### src/rtl/clct_hold_dispatch.sv
// clct_hold_dispatch
// Takes the per-bx best CFEB 1/2-strip candidate and qualifies it against a hit
// threshold. It holds the candidate for a drift window, during which better-ranked
// candidates replace it. The winner, tagged with the bx of its first latch, is then
// offered on a valid/ready port. A dead time follows each dispatch, and qualifying
// candidates that arrive while the block is busy are counted as drops.
module clct_hold_dispatch #(
    parameter int MXPIDB  = 4,
    parameter int MXHITB  = 3,
    parameter int MXPATB  = 7,
    parameter int MXKEYB  = 5,
    parameter int MXKEYBX = 8,
    parameter int MXBXN   = 12,
    parameter int BXN_MAX = 3563
) (
    input  logic                        clock,
    input  logic                        reset,
    input  logic                        cand_vld,
    input  logic [MXPATB-1:0]           cand_pat,
    input  logic [MXKEYBX-1:0]          cand_key,
    input  logic [MXHITB-1:0]           hit_thresh,
    input  logic [3:0]                  drift_dly,
    input  logic [3:0]                  dead_time,
    input  logic                        out_rdy,
    output logic                        out_vld,
    output logic [MXPATB-1:0]           out_pat,
    output logic                        out_bend,
    output logic [MXKEYBX-MXKEYB-1:0]   out_cfeb,
    output logic [MXKEYB-1:0]           out_key,
    output logic [MXKEYBX-1:0]          out_hs,
    output logic [MXBXN-1:0]            out_bxn,
    output logic [7:0]                  drop_cnt,
    output logic                        err_cfeb
);

    localparam int                 CFEBB     = MXKEYBX - MXKEYB;
    localparam logic [CFEBB-1:0]   CFEB_LAST = CFEBB'(4);
    localparam logic [MXBXN-1:0]   BXN_LAST  = MXBXN'(BXN_MAX);

    typedef enum logic [1:0] {
        ST_IDLE = 2'd0,
        ST_HOLD = 2'd1,
        ST_SEND = 2'd2,
        ST_DEAD = 2'd3
    } state_t;

    // Rank ignores the bend bit in the lsb; only a strictly better rank wins.
    function automatic logic rank_gt(input logic [MXPATB-1:0] a_pat,
                                     input logic [MXPATB-1:0] b_pat);
        return (a_pat[MXPATB-1:1] > b_pat[MXPATB-1:1]);
    endfunction

    state_t               state_r;
    state_t               state_nxt_s;
    logic [MXBXN-1:0]     bxn_r;
    logic [MXPATB-1:0]    held_pat_r;
    logic [MXKEYBX-1:0]   held_key_r;
    logic [MXBXN-1:0]     held_bxn_r;
    logic [3:0]           hold_cnt_r;
    logic [3:0]           dead_cnt_r;

    logic                 out_vld_r;
    logic [MXPATB-1:0]    out_pat_r;
    logic [MXKEYBX-1:0]   out_hs_r;
    logic [MXBXN-1:0]     out_bxn_r;
    logic [7:0]           drop_cnt_r;
    logic                 err_cfeb_r;

    logic                 cfeb_bad_s;
    logic                 qualify_s;
    logic                 latch_s;
    logic                 replace_s;
    logic                 drop_s;
    logic                 handshake_s;
    logic                 load_out_s;
    logic [MXPATB-1:0]    win_pat_s;
    logic [MXKEYBX-1:0]   win_key_s;
    logic [MXBXN-1:0]     win_bxn_s;

    // Candidate qualification: hit threshold and a legal CFEB number (0..4).
    always_comb begin
        cfeb_bad_s = 1'b0;
        qualify_s  = 1'b0;
        if (cand_vld) begin
            cfeb_bad_s = (cand_key[MXKEYBX-1:MXKEYB] > CFEB_LAST);
            qualify_s  = !cfeb_bad_s && (cand_pat[MXPATB-1:MXPIDB] >= hit_thresh);
        end else begin
            cfeb_bad_s = 1'b0;
            qualify_s  = 1'b0;
        end
    end

    // FSM state register.
    always_ff @(posedge clock) begin
        if (reset) begin
            state_r <= ST_IDLE;
        end else begin
            state_r <= state_nxt_s;
        end
    end

    // FSM next-state logic.
    always_comb begin
        state_nxt_s = state_r;
        case (state_r)
            ST_IDLE: begin
                if (qualify_s) begin
                    state_nxt_s = (drift_dly == 4'd0) ? ST_SEND : ST_HOLD;
                end else begin
                    state_nxt_s = ST_IDLE;
                end
            end
            ST_HOLD: begin
                if (hold_cnt_r <= 4'd1) begin
                    state_nxt_s = ST_SEND;
                end else begin
                    state_nxt_s = ST_HOLD;
                end
            end
            ST_SEND: begin
                if (out_rdy) begin
                    state_nxt_s = (dead_time == 4'd0) ? ST_IDLE : ST_DEAD;
                end else begin
                    state_nxt_s = ST_SEND;
                end
            end
            ST_DEAD: begin
                if (dead_cnt_r <= 4'd1) begin
                    state_nxt_s = ST_IDLE;
                end else begin
                    state_nxt_s = ST_DEAD;
                end
            end
            default: begin
                state_nxt_s = ST_IDLE;
            end
        endcase
    end

    // FSM control decode and selection of the candidate that wins this bx.
    always_comb begin
        latch_s     = (state_r == ST_IDLE) && qualify_s;
        replace_s   = (state_r == ST_HOLD) && qualify_s && rank_gt(cand_pat, held_pat_r);
        drop_s      = ((state_r == ST_SEND) || (state_r == ST_DEAD)) && qualify_s;
        handshake_s = (state_r == ST_SEND) && out_rdy;
        load_out_s  = (state_nxt_s == ST_SEND) && (state_r != ST_SEND);
        win_pat_s   = held_pat_r;
        win_key_s   = held_key_r;
        win_bxn_s   = held_bxn_r;
        if (latch_s) begin
            win_pat_s = cand_pat;
            win_key_s = cand_key;
            win_bxn_s = bxn_r;
        end else if (replace_s) begin
            // A replacement keeps the bx of the first latch.
            win_pat_s = cand_pat;
            win_key_s = cand_key;
            win_bxn_s = held_bxn_r;
        end else begin
            win_pat_s = held_pat_r;
            win_key_s = held_key_r;
            win_bxn_s = held_bxn_r;
        end
    end

    // Free-running bx counter and the held candidate registers.
    always_ff @(posedge clock) begin
        if (reset) begin
            bxn_r      <= '0;
            held_pat_r <= '0;
            held_key_r <= '0;
            held_bxn_r <= '0;
        end else begin
            bxn_r      <= (bxn_r == BXN_LAST) ? '0 : bxn_r + MXBXN'(1);
            held_pat_r <= win_pat_s;
            held_key_r <= win_key_s;
            held_bxn_r <= win_bxn_s;
        end
    end

    // Drift-window and dead-time down counters.
    always_ff @(posedge clock) begin
        if (reset) begin
            hold_cnt_r <= 4'd0;
            dead_cnt_r <= 4'd0;
        end else begin
            if (latch_s) begin
                hold_cnt_r <= drift_dly;
            end else if ((state_r == ST_HOLD) && (hold_cnt_r != 4'd0)) begin
                hold_cnt_r <= hold_cnt_r - 4'd1;
            end else begin
                hold_cnt_r <= hold_cnt_r;
            end
            if (handshake_s) begin
                dead_cnt_r <= dead_time;
            end else if ((state_r == ST_DEAD) && (dead_cnt_r != 4'd0)) begin
                dead_cnt_r <= dead_cnt_r - 4'd1;
            end else begin
                dead_cnt_r <= dead_cnt_r;
            end
        end
    end

    // Registered outputs: dispatch data is captured on entry to SEND and held after.
    always_ff @(posedge clock) begin
        if (reset) begin
            out_vld_r  <= 1'b0;
            out_pat_r  <= '0;
            out_hs_r   <= '0;
            out_bxn_r  <= '0;
            drop_cnt_r <= 8'd0;
            err_cfeb_r <= 1'b0;
        end else begin
            out_vld_r  <= (state_nxt_s == ST_SEND);
            err_cfeb_r <= err_cfeb_r | cfeb_bad_s;
            if (load_out_s) begin
                out_pat_r <= win_pat_s;
                out_hs_r  <= win_key_s;
                out_bxn_r <= win_bxn_s;
            end else begin
                out_pat_r <= out_pat_r;
                out_hs_r  <= out_hs_r;
                out_bxn_r <= out_bxn_r;
            end
            if (drop_s && (drop_cnt_r != 8'hFF)) begin
                drop_cnt_r <= drop_cnt_r + 8'd1;
            end else begin
                drop_cnt_r <= drop_cnt_r;
            end
        end
    end

    assign out_vld  = out_vld_r;
    assign out_pat  = out_pat_r;
    assign out_bend = out_pat_r[0];
    assign out_hs   = out_hs_r;
    assign out_cfeb = out_hs_r[MXKEYBX-1:MXKEYB];
    assign out_key  = out_hs_r[MXKEYB-1:0];
    assign out_bxn  = out_bxn_r;
    assign drop_cnt = drop_cnt_r;
    assign err_cfeb = err_cfeb_r;

endmodule

### config.mk
export PLATFORM = sky130hd
export DESIGN_NAME = clct_hold_dispatch
export DESIGN_NICKNAME = d
export VERILOG_FILES = /design/src/rtl/clct_hold_dispatch.sv
export SDC_FILE = /design/constraint.sdc
export NUM_CORES = 1
export LEC_CHECK = 0
export ABC_AREA = 1
export CAP_MARGIN = 20
export CELL_PAD_IN_SITES_DETAIL_PLACEMENT = 0
export CELL_PAD_IN_SITES_GLOBAL_PLACEMENT = 1
export CORE_UTILIZATION = 48
export DETAILED_ROUTE_END_ITERATION = 8
export DONT_BUFFER_PORTS = 1
export GPL_ROUTABILITY_DRIVEN = 0
export GPL_TIMING_DRIVEN = 0
export PLACE_DENSITY_LB_ADDON = 0.1
export SYNTH_ARGS = -nofsm -noshare
export SYNTH_HDL_FRONTEND = slang
export SYNTH_SLANG_ARGS = --single-unit
### constraint.sdc
create_clock -name clock -period 4.5 [get_ports clock]
set_input_delay 0.9 -clock clock [delete_from_list [all_inputs] [get_ports clock]]
set_output_delay 0.9 -clock clock [all_outputs]
set_load 0.005 [all_outputs]
## Yosys cells after proc, flatten, opt, wreduce, memory -nomap -nowiden

Cells that the tools add are included.

| storage, ports and cells | value |
|---|---|
| register bits after elaboration | 86 |
| bits in latches | 0 |
| memory bits (writable) | 0 |
| ROM bits | 0 |
| input port bits | 30 |
| output and inout port bits | 46 |
| logic and storage cells | 68 |
| memories | 0 |

| cells by class | value |
|---|---|
| add/sub/neg operators | 4 |
| multiply operators | 0 |
| div/mod/pow operators | 0 |
| magnitude comparators | 5 |
| equal/unequal tests | 7 |
| shift operators | 0 |
| multiplexer cells | 18 |
| bitwise logic cells | 1 |
| reductions and logical operators | 20 |

Operators by type and width:

| operator | number |
|---|---|
| 2-to-1 mux 4 bit | 4 |
| 2-to-1 mux 8 bit | 2 |
| 2-to-1 mux 7 bit | 2 |
| adder 12 x 1 -> 12 bit, second input constant | 1 |
| equality test 12 bit, second input constant | 1 |
| 2-to-1 mux 12 bit | 1 |
| 2-to-1 mux 2 bit | 6 |
| logical AND 1 bit | 10 |
| adder 8 x 1 -> 8 bit, second input constant | 1 |
| <= comparator 4 x 1 -> 1 bit, second input constant | 2 |
| logical NOT 4 bit | 2 |
| inequality test 8 bit, second input constant | 1 |
| case mux 2 bit (4 select lines) | 1 |
| nonzero test 4 bit | 2 |
| subtractor 4 x 1 -> 4 bit, second input constant | 2 |
| equality test 2 bit, second input constant | 3 |
| greater-than comparator 6 bit | 1 |
| nonzero test 2 bit | 2 |
| greater-or-equal comparator 3 bit | 1 |
| greater-than comparator 3 bit, second input constant | 1 |
| equality test 2 x 1 -> 1 bit, second input constant | 1 |
| logical NOT 2 bit | 1 |
| 2-to-1 mux 1 bit | 2 |
| inequality test 2 bit, second input constant | 1 |
| other kinds (4) | 4 |

## Longest topological paths before layout

| depth | value |
|---|---|
| word-level depth | 8 |
| depth in mapped cells | 15 |
| depth with buffers taken out | 14 |

## Worst setup path before layout

Ideal clock, no wire load.

| path | value |
|---|---|
| kind | input to register |
| start | input cand_pat[4] |
| end | register out_pat_r[1], in the netlist out_pat[1] |
| setup time | 0.113 ns |
| arrival | 2.178 ns |
| data required time | 4.387 ns |
| setup slack | 2.210 ns |
| stages | 13 |
| path buffers | 1 |
| path through | inv_1 -> ha_1 -> inv_1 -> nand2_1 -> a21oi_1 -> nor2_1 -> nand3_2 -> clkbuf_1 -> nand3_1 -> nand2_1 -> nand2_1 -> nand2_1 -> nor2_1 |

| on the way | value |
|---|---|
| cells in the longest elaborated chain, start to end | 7 |
| elaborated cells between the ends (all ways) | 13 |
| classes of those cells | 2 x order compare; 1 x eq/ne; 5 x mux; 5 x reduce/logical |

Ends and longest elaborated chain:

| item | RTL line | RTL |
|---|---|---|
| start, declared | 19 | `input logic [MXPATB-1:0] cand_pat,` |
| greater-or-equal comparator 3 bit | 86 | `qualify_s = !cfeb_bad_s && (cand_pat[MXPATB-1:MXPIDB] >= hit_thresh);` |
| logical AND 1 bit | 86 |  |
| 2-to-1 mux 1 bit | 84 | `if (cand_vld) begin` |
| 2-to-1 mux 2 bit / logical AND 1 bit (equally long branches) | 107, 143 |  |
| case mux 2 bit (4 select lines) / logical AND 1 bit (equally long branches) | 105, 143 |  |
| equality test 2 bit / 2-to-1 mux 7 bit (equally long branches) | 146, 154 |  |
| logical AND 1 bit / 2-to-1 mux 7 bit (equally long branches) | 146, 150 |  |
| end signal, assigned | 217 | `out_pat_r <= win_pat_s;` |
| end signal, assigned | 221 | `out_pat_r <= out_pat_r;` |
| end, declared | 63 | `logic [MXPATB-1:0] out_pat_r;` |

Parallel ways exist; a longest one is shown, timed or not.
A chain may end at the register's enable or synchronous reset.

## Worst setup path in the final report

| path | value |
|---|---|
| start | input hit_thresh[2] |
| end | register out_hs_r[0], in the netlist out_hs[0] |

| on the way | value |
|---|---|
| cells in the longest elaborated chain, start to end | 7 |
| elaborated cells between the ends (all ways) | 12 |
| classes of those cells | 1 x order compare; 1 x eq/ne; 5 x mux; 5 x reduce/logical |

Ends and longest elaborated chain:

| item | RTL line | RTL |
|---|---|---|
| start, declared | 21 | `input logic [MXHITB-1:0] hit_thresh,` |
| greater-or-equal comparator 3 bit * | 86 |  |
| logical AND 1 bit * | 86 |  |
| 2-to-1 mux 1 bit * | 84 |  |
| 2-to-1 mux 2 bit / logical AND 1 bit (equally long branches) | 107, 143 |  |
| case mux 2 bit (4 select lines) / logical AND 1 bit (equally long branches) | 105, 143 |  |
| equality test 2 bit / 2-to-1 mux 8 bit (equally long branches) | 146, 154 |  |
| logical AND 1 bit / 2-to-1 mux 8 bit (equally long branches) | 146, 150 |  |
| end signal, assigned | 218 | `out_hs_r <= win_key_s;` |
| end signal, assigned | 222 | `out_hs_r <= out_hs_r;` |
| end, declared | 64 | `logic [MXKEYBX-1:0] out_hs_r;` |

Every way passes the cells marked *; elsewhere a longest branch is shown, timed or not.

==> impl_metrics.csv <==
group,metric,value,unit
routing,drc,0,
yosys,synth_area,0.00412,mm²
run,drv_cap,0,
routing,detail_route.first_pass.iterations,4,
routing,routed_wirelength,9070,µm
floorplanning,num_rows,33,
setup_path,worst-path-max-fanout,10,
grt,gr-usage-all-layers,22.0,%
sta,finClkSkew,0.00970,ns
placed_design,pre_cts_ws,1.83,ns
grt,grt_pass1_vias,3253,
sta,drv_slew,0,
clock_network,clock-sinks,86,
cells_and_area,finalNetCount,652,
clock_network,clkLatencyLatePin,0.35,ns
yosys,post-synth-top-area-cell,"dfxtp_1",
clock_network,clk_path_buf_depth,2,
cells_and_area,n_antenna_cell,0,
setup_path,crit_required,4.75,ns
sta,min_period,2.30,ns
grt,antenna_found_initial,0,
clock_network,clkTransAtPathRegs,0.09,ns
yosys,syn_area_per_cell,6.94,µm²
floorplanning,core_area,0.00826,mm²
sta,setup_tns,0,ns
sta,rsz0062_at_grt,"false",
setup_path,critPathKind,"input pin to flop",
sta,hold_viol,0,
floorplanning,initial_utilization,49.9,%
clock_network,htreeDepth,3,
yosys,netlist.area_leader.share,41.8,%
sta,tightest_slew,0.550,ns
routing,drtAntennaViolNets,0,
routing,num_vias,3389,
sta,fmax,435,MHz
yosys,yosysWarnings,0,
yosys,ys_ff_latch,86,
routing,drt_iter0_markers,100,
setup_path,crit_path_start_kind,"input pin",
clock_network,tritoncts.num_buffers,9,
power_and_ir_drop,p_sw,0.000544,W
floorplanning,die-height,94.7,µm
power_and_ir_drop,clkPwrFrac,32.8,%
routing,wire_per_inst,12.7,µm
sta,period_share,51.0,%
power_and_ir_drop,intPower,0.00131,W
grt,grt_max_degree,15,
power_and_ir_drop,powerDensity,415,mW/mm²
yosys,yosysMostFrequentCell,"nand2_1",
power_and_ir_drop,p_comb_share,19.3,%
yosys,synth-edff-count,0,
clock_network,postCtsSetupRepairBufs,0,
routing,vias_per_cell,4.74,
clock_network,cts-hold-fix-buffers,0,
floorplanning,num_io_pins,76,
power_and_ir_drop,ir_drop,0.179,mV
placed_design,port-buffer-count,0,
sta,setup_viol,0,
yosys,synthTopCellsByArea,"dfxtp_1 (42%), nand2_1 (14%), nor2_1 (10%), inv_1 (6.6%), ha_1 (5.2%)",
clock_network,cts_tree,"yes",
cells_and_area,final_layout_size_suffix_gt1_share,8.85,%
min_path,min_path_type,"flop to flop",
floorplanning,die_w,94.7,µm
grt,grt_first_pass_wirelength,15100,µm
yosys,ys_seq_area_share,41.8,%
yosys,synth_ff_type,"dfxtp_1",
yosys,synth_cell_type_count,29,
cells_and_area,area_growth,8.59,%
yosys,syn_inst,594,
floorplanning,dieArea,0.00896,mm²
sta,slew_headroom,63.3,%
setup_path,critPathCaptureType,"flop",
run_status,status,"completed",
clock_network,cts_resized,0,
power_and_ir_drop,swShare,29.3,%
sta,setup_ws,2.20,ns
yosys,synth_nets,641,
clock_network,cts_root_buf,"clkbuf_8",
power_and_ir_drop,seqPwrFrac,47.9,%
setup_path,critPathArrivalTime,2.55,ns
placed_design,dp_hpwl,6900,µm
power_and_ir_drop,p_leak,2.03,nW
yosys,synth_common_cells,"nand2_1 (153), nor2_1 (113), dfxtp_1 (86)",
yosys,synthArstFlopShare,0,%
grt,globalRouteOverflowTotal,0,
## critical path, stage by stage
cell and delay [ns]:
inv_1 0.03, ha_1 0.28, nand2_1 0.05, inv_1 0.06, a21oi_1 0.06, nor2_1 0.18
nand3_2 0.20, nand2_1 0.25, buf_4 0.22, nand2_1 0.07, nand2_1 0.08, nand2_1 0.06
nand2_1 0.07, nor2_1 0.04
## per-stage QoR
stage	hold slack (ns)	power, W	area (µm²)	util [%]	std cells
after floorplan	0.427	0.00119	4120	-	594
after global placement	0.452	0.00126	4250	51.5	699
after detailed placement	0.460	0.00127	4250	51.5	699
after CTS	0.480	0.00188	4470	54.2	715
after global routing	0.505	0.00198	4470	54.2	715
final	0.478	0.00186	4470	54.2	715
## layout make-up
cell class / instances / area (µm²)
Buffer: 28 / 195
Inverter: 75 / 282
Multi-Input combinational cell: 405 / 1920
Tap cell: 105 / 131
Fill cell: 868 / 3780
Clock inverter: 5 / 81.3
Sequential cell: 86 / 1720
Clock buffer: 11 / 141
## state kept, by name, indices dropped and copies added, names as in the netlist
name	count
bxn_r	12
held_bxn_r	12
out_bxn	12
drop_cnt	8
held_key_r	8
out_hs	8
held_pat_r	7
out_pat	7
dead_cnt_r	4
hold_cnt_r	4
state_r	2
err_cfeb	1
out_vld	1
## cell families after synthesis
group,share of synthesized area [%]
flops,41.8
simple gates,33.4
buf+inv,11.6
xor+xnor,1.70
fa+ha+maj,5.16
compound gates,6.38
## power groups by stage
stage                     combinational [W]  clock (W)  sequential, W
after floorplan                    0.000297          0       0.000894
after global placement             0.000354          0       0.000906
after detailed placement           0.000360          0       0.000909
after CTS                          0.000362   0.000624       0.000891
after global routing               0.000417   0.000662       0.000900
final                              0.000358   0.000610       0.000890
## routing by layer
layer	wire [µm]	part of all wire [%]	vias to the layer above	GRT usage [%]
met4	98	1.1	0	8.21
met1	4260	47	1471	27.6
li1	-	-	1849	-
met3	509	5.6	6	5.48
met2	4210	46	63	36.2
met5	0	0	-	0
## cell usage in the layout (no fill, tap or decap), types with 3 or more instances in the layout
cell,count
nand2_1,153
nor2_1,113
dfxtp_1,86
inv_1,72
nand3_1,31
o21ai_0,21
a21oi_1,20
ha_1,17
buf_4,13
nor3_1,10
clkbuf_8,10
clkbuf_1,8
xor2_1,8
a31oi_1,6
nor2_2,5
buf_6,5
or2_2,5
nand3_2,3
buf_2,3
## path summary, 6_finish.rpt
kind                                  from                endpoint  slack (ns)  depth (start not counted)
setup reg to reg  held_pat_r[6]$_SDFF_PP0_  out_hs[0]$_SDFFE_PP0P_        2.44                         14
setup / recovery             hit_thresh[2]  out_hs[0]$_SDFFE_PP0P_        2.20                         14
hold / removal         bxn_r[0]$_SDFF_PP0_     bxn_r[0]$_SDFF_PP0_        0.48                          1
hold reg to reg        bxn_r[0]$_SDFF_PP0_     bxn_r[0]$_SDFF_PP0_        0.48                          1
(Power assumes the default switching activity.)
